**config.mk**
```make
export PLATFORM = sky130hd
export DESIGN_NAME = accum_mc
export DESIGN_NICKNAME = d
export VERILOG_FILES = /design/src/rtl/accum_mc.sv
export SDC_FILE = /design/constraint.sdc
export NUM_CORES = 1
export LEC_CHECK = 0
export BUFFER_PORTS_ARGS = -buffer_cell sky130_fd_sc_hd__buf_2
export CAP_MARGIN = 25
export CELL_PAD_IN_SITES_DETAIL_PLACEMENT = 1
export CELL_PAD_IN_SITES_GLOBAL_PLACEMENT = 2
export CORE_ASPECT_RATIO = 1.25
export CORE_UTILIZATION = 42
export CTS_CLUSTER_DIAMETER = 50
export DETAILED_ROUTE_END_ITERATION = 10
export PLACE_DENSITY_LB_ADDON = 0.1
export SYNTH_ARGS = -nofsm -noshare
export SYNTH_HDL_FRONTEND = slang
export SYNTH_SLANG_ARGS = --single-unit
```
**constraint.sdc**
```tcl
create_clock -name clk -period 10.9 [get_ports clk]
set_clock_uncertainty 0.15 [all_clocks]
set_input_delay 2.18 -clock clk [delete_from_list [all_inputs] [get_ports clk]]
set_output_delay 2.18 -clock clk [all_outputs]
set_load 0.005 [all_outputs]
```
**src/rtl/accum_mc.sv**
```systemverilog
// accum_mc: NUM_CH independent accumulators sharing one addend port.
// Wrap or saturate per cycle, per-channel clear and sticky carry flags.
module accum_mc #(
    parameter int IN_WIDTH  = 8,
    parameter int OUT_WIDTH = 16,
    parameter int NUM_CH    = 4,
    parameter int CH_W      = (NUM_CH > 1) ? $clog2(NUM_CH) : 1
) (
    input  logic                 clk,
    input  logic                 rst,
    input  logic                 en,
    input  logic                 clr,
    input  logic                 sat,
    input  logic [CH_W-1:0]      ch_sel,
    input  logic [IN_WIDTH-1:0]  data_in,
    input  logic [CH_W-1:0]      rd_sel,
    output logic [OUT_WIDTH-1:0] data_out,
    output logic [NUM_CH-1:0]    ovf
);

    logic [OUT_WIDTH-1:0] acc_q [NUM_CH];
    logic [OUT_WIDTH-1:0] acc_d [NUM_CH];
    logic [NUM_CH-1:0]    ovf_q;
    logic [NUM_CH-1:0]    ovf_d;
    logic [NUM_CH-1:0]    hit;
    logic [OUT_WIDTH-1:0] cur;
    logic [OUT_WIDTH:0]   sum;
    logic [OUT_WIDTH-1:0] nxt;
    logic                 carry;

    // One-hot channel decode; an out-of-range ch_sel matches nothing.
    always_comb begin
        hit = '0;
        for (int i = 0; i < NUM_CH; i++) begin
            hit[i] = (ch_sel == CH_W'(i));
        end
    end

    always_comb begin
        cur = '0;
        for (int i = 0; i < NUM_CH; i++) begin
            if (hit[i]) begin
                cur = acc_q[i];
            end
        end
    end

    always_comb begin
        sum   = {1'b0, cur}
              + {{(OUT_WIDTH + 1 - IN_WIDTH){1'b0}}, data_in};
        carry = sum[OUT_WIDTH];
        nxt   = (sat && carry) ? '1 : sum[OUT_WIDTH-1:0];
    end

    // Clear outranks accumulate on the selected channel.
    always_comb begin
        ovf_d = ovf_q;
        for (int i = 0; i < NUM_CH; i++) begin
            acc_d[i] = acc_q[i];
            if (hit[i]) begin
                if (clr) begin
                    acc_d[i] = '0;
                    ovf_d[i] = 1'b0;
                end else if (en) begin
                    acc_d[i] = nxt;
                    if (carry) begin
                        ovf_d[i] = 1'b1;
                    end
                end
            end
        end
    end

    always_ff @(posedge clk) begin
        if (rst) begin
            for (int i = 0; i < NUM_CH; i++) begin
                acc_q[i] <= '0;
            end
            ovf_q <= '0;
        end else begin
            for (int i = 0; i < NUM_CH; i++) begin
                acc_q[i] <= acc_d[i];
            end
            ovf_q <= ovf_d;
        end
    end

    always_comb begin
        data_out = '0;
        for (int i = 0; i < NUM_CH; i++) begin
            if (rd_sel == CH_W'(i)) begin
                data_out = acc_q[i];
            end
        end
    end

    assign ovf = ovf_q;

endmodule

```
* Word-level counts from Yosys, hierarchy flattened
Memory sizes are Yosys's and may differ from the RTL's.
Cells that the tools add are included.
** Cells by class
- $add $sub $neg :: 1
- Eq/ne operators :: 6
- Muxes and demuxes :: 31
- Bitwise logic cells :: 4
- Reductions and logical operators :: 9
** Operator list (count)
- $mux 16 :: 25
- $add 16x8->17 :: 1
- $reduce_and 3->1 :: 4
- $eq 2x2->1 const B :: 4
- $mux 1 :: 6
- $eq 2x1->1 const B :: 2
- $logic_not 2->1 :: 2
- $or 1x1->1 :: 4
- $reduce_bool 2->1 :: 2
- $logic_and 1x1->1 :: 1
** Word-level totals
- Register bits :: 4
- Memory bits (writable) :: 64
- Output and inout port bits :: 20
- Word-level logic and storage cells :: 56
- Memories kept :: 1
** Memories
- acc_q :: words 4, bits a word 16, read ports 4, clocked after memory_dff 0, write ports 4, line 21 : logic [OUT_WIDTH-1:0] acc_q [NUM_CH];

* Depth between registers and ports, before layout
- Depth in word-level cells :: 12
- Mapped depth :: 13

* Least setup slack after synthesis
OpenSTA, ideal clock, no wires.
- Kind :: in2out
- From :: in rd_sel[1]
- To :: out data_out[10]
- Data arrival time :: 3655 ps
- Data required time :: 8570 ps
- Setup slack :: 4915 ps
- Stages :: 3
- Buffers on the path :: 2
- Path through :: clkbuf_1 > buf_1 > mux4_2
** On the way
- Longest elaborated chain between the ends :: 5
** RTL lines
- start: declaration :: line 16 : input logic [CH_W-1:0] rd_sel,
- $logic_not 2->1 :: line 91 : if (rd_sel == CH_W'(i)) begin
- $mux 16 (3 in a row) :: line 91
- $mux 16 (*) :: line 91
- end: declaration :: line 17 : output logic [OUT_WIDTH-1:0] data_out,
Mark *: on every way between the ends. The rest lies on a longest branch, timed or not.

* Final worst setup path
- From :: in rd_sel[1]
- To :: out data_out[6]
Same word-level chain as after synthesis.

==> summary.md <==
| Metric | Value |
|---|---|
| Status | `completed` |
| CP max FO | `16` |
| Maximum VDD drop | `0.0612 mV` |
| Layout cells sized above 1 | `about a third` |
| CTS buffer count | `9` |
| CP delay by family, top | `buffers and inverters` |
| Initial antenna violation count | `0` |
| Placed cell count | `500` |
| Vias/cell | `6.22` |
| Area growth syn-to-layout | `10.7%` |
| Syn Nets | `393` |
| Synth cell types | `53` |
| Max-slew violations | `0` |
| Reg power frac | `47.9%` |
| TritonCTS clock tree | `done` |
| Slowest stage delay, CP | `0.60 ns` |
| Die Y-Extent | `110 um` |
| Chip Width | `88.1 um` |
| Multi-input logic area | `2390 sq um` |
| Placed wire-length estimate | `7850 um` |
| EDFF count, synth | `0` |
| Post-synthesis cell count | `between 300 and 400` |
| CTS clk-pin slew, worst paths | `0.07 ns` |
| I/O pins | `37` |
| GRT Total Usage | `25.8%` |
| First-pass GRT wire length | `approximately 18000 um` |
| Final Non-Filler Cells | `between 500 and 600` |
| Wirelength per Cell | `21.8 um` |
| Clk pwr share | `34.7%` |
| Via Count | `between 3000 and 4000` |
| Period utilisation layout | `52.9%` |
| Flops & latches, synth | `68` |
| Starting Density | `44.0%` |
| Arrival time worst endpoint | `3.43 ns` |
| Crit end category | `output port` |
| Final ANT Viol Nets | `0` |
| Critical path class | `input pin to output port` |
| Largest net degree at the start of global routing | `45` |
| Req. time, crit path | `between 8 and 9 ns` |
| Die area | `9650 sq um` |
| Clock Latency Late Sink | `0.36 ns` |
| Filler instances | `1002` |
| Sequential cell area | `1360 sq um` |
| Hold Buf Count CTS | `0` |
| Synth Cell Area | `3890 sq um` |
| Post-synthesis sequential area ratio | `a little over a third` |
| Core area | `8840 sq um` |
| H-tree depth | `3` |
| Diode count | `0` |
| RSZ-0062 raised after global routing | `false` |
| Routed WL | `11200 um` |
| Placer Congestion | `0.787` |
| Synth warn | `0` |
| Slowest cell on the critical path | `mux4_2` |
| Crit path time final | `5.76 ns` |
| Vias in the first global route | `3340` |
| DR iter-0 viols | `141` |
| Nets | `418` |
| Crit path buf inv count | `2` |
| Startpoint types | `input pin` |
| Combinational power share | `17.4%` |
| Max-Cap Viols | `0` |
| Final setup viols | `0` |
| PortBufs | `36` |
| Grt ovf | `0` |
| Setup TNS Final | `0 ns` |
| Postcts setup bufs | `0` |
| Switching power | `161 uW` |
| Syn avg cell area | `10.6 sq um` |
| Core Rows | `38` |
| CTS resizes | `0` |
| DRC violations left | `0` |
| Crit-path most repeated cell | `buf_2` |
| Worst hold path type | `register to register` |
| Leak | `about 0.0016 uW` |
| Ys flop type | `dfxtp_1` |
| Fraction of registers with async set/reset | `0%` |
| Sw frac | `29.1%` |
| TritonRoute pass-1 iters | `4` |
| Total clock sinks | `68` |
| Pwr Density | `128 nW/um^2` |
| Max Clock Freq | `between 150 and 200 MHz` |
| Final hold vios | `0` |
| Worst-Margin Slew | `1.01 ns` |
| Rel. slew slack | `between 30% and 40%` |
| CP Cell Sequence | `buf_2 > mux4_2 > buf_2` |
| Int Power | `391 uW` |
| Clock Path Buffers | `2` |
| CTS root buf | `clkbuf_8` |
cell usage in the layout, fill, tap and decap left out, types with 4 or more instances in the layout:
cell type and n:
o21ai_1 5, nor2_1 32, dfxtp_1 68, nor2b_1 9
nand3b_1 8, buf_4 4, inv_1 5, xnor2_1 5
o21a_1 4, a32o_1 4, clkbuf_8 11, buf_2 36
ha_1 9, a211oi_1 11, a22oi_1 6, o31ai_1 9
a21oi_1 21, o221a_2 24, nand2b_1 4, a22o_1 4
nand2_1 20, a31oi_1 7, o21ai_0 11, mux4_2 32
per-stage QoR:
step / setup slack (ns) / hold slack, ns / power, uW / util (%) / area (sq um)
finish: 5.14 / 0.328 / 552 / 48.7 / 4310
detailed placement: 4.86 / 0.322 / 366 / 46.7 / 4130
CTS: 5.09 / 0.333 / 556 / 48.7 / 4310
global placement: 5.01 / 0.316 / 365 / 46.7 / 4130
floorplan: 4.91 / 0.293 / 337 / - / 3890
global route: 4.99 / 0.362 / 576 / 48.7 / 4310
state kept, by name (all words and copies together), names as in the netlist:
register	flops
ovf	4
acc_q	64
per-layer routing:
metal,routed length [um],track usage [%]
met4,226,8.41
met1,4910,33.0
met5,0,0
met3,289,4.35
met2,5820,44.1
cell usage after synthesis, types with 3 or more instances:
| library cell | instances | area (sq um) |
|---|---|---|
| a211oi_1 | 11 | 82.6 |
| a21boi_0 | 3 | 22.5 |
| a21oi_1 | 21 | 105 |
| a22o_1 | 4 | 35.0 |
| a22oi_1 | 6 | 45.0 |
| a31oi_1 | 7 | 43.8 |
| a32o_1 | 4 | 40.0 |
| buf_6 | 3 | 33.8 |
| clkbuf_1 | 17 | 63.8 |
| dfxtp_1 | 68 | 1360 |
| ha_1 | 9 | 113 |
| inv_1 | 5 | 18.8 |
| mux4_2 | 32 | 721 |
| nand2_1 | 20 | 75.1 |
| nand2b_1 | 4 | 25.0 |
| nand3_1 | 3 | 15.0 |
| nand3b_1 | 8 | 60.1 |
| nor2_1 | 32 | 120 |
| nor2b_1 | 9 | 56.3 |
| nor3_1 | 4 | 20.0 |
| o211ai_1 | 3 | 22.5 |
| o21a_1 | 4 | 30.0 |
| o21ai_0 | 11 | 55.1 |
| o21ai_1 | 5 | 25.0 |
| o221a_2 | 24 | 270 |
| o31ai_1 | 9 | 67.6 |
| xnor2_1 | 5 | 43.8 |
worst min-delay path, cell delays in order, from the launching register on:
cell	delay, ns
dfxtp_1	0.33
nand2_1	0.06
a21oi_1	0.05
final timing paths:
path                               to  slack [ns]  cells past startpoint                startpoint
min          acc_q[3][7]$_SDFFE_PP0P_        0.33                      2  acc_q[3][7]$_SDFFE_PP0P_
min reg2reg  acc_q[3][7]$_SDFFE_PP0P_        0.33                      2  acc_q[3][7]$_SDFFE_PP0P_
max                       data_out[6]        5.14                      3                 rd_sel[1]
max reg2reg  acc_q[3][6]$_SDFFE_PP0P_        7.41                     10  acc_q[2][0]$_SDFFE_PP0P_
power by group through the flow:
| stage | clock network [uW] | logic, uW | registers [uW] |
|---|---|---|---|
| after floorplan | 0 | 69.8 | 268 |
| after global placement | 0 | 95.1 | 269 |
| after detailed placement | 0 | 95.7 | 270 |
| after CTS | 196 | 96.4 | 264 |
| after global routing | 205 | 105 | 266 |
| final | 191 | 96.0 | 264 |
kinds of logic after synthesis:
kind of cell | Yosys count | synth area share [%]
flip-flops | 68 | 35.0
adder cells (fa/ha/maj) | 10 | 3.41
XOR/XNOR | 5 | 1.13
AO/OA/AOI/OAI | 119 | 23.9
buffers and inverters | 31 | 3.76
AND/OR/NAND/NOR | 99 | 13.8
multiplexers | 34 | 19.0
final cells by class:
type                    count  area share (%)
clock inverters             4           0.552
well taps                 120            3.49
inverters                   5           0.436
flip-flops and latches     68            31.6
multi-input cells         267            55.4
repair buffers             40            4.88
clock buffers              12            3.60
Power figures use the tool's default switching activity.
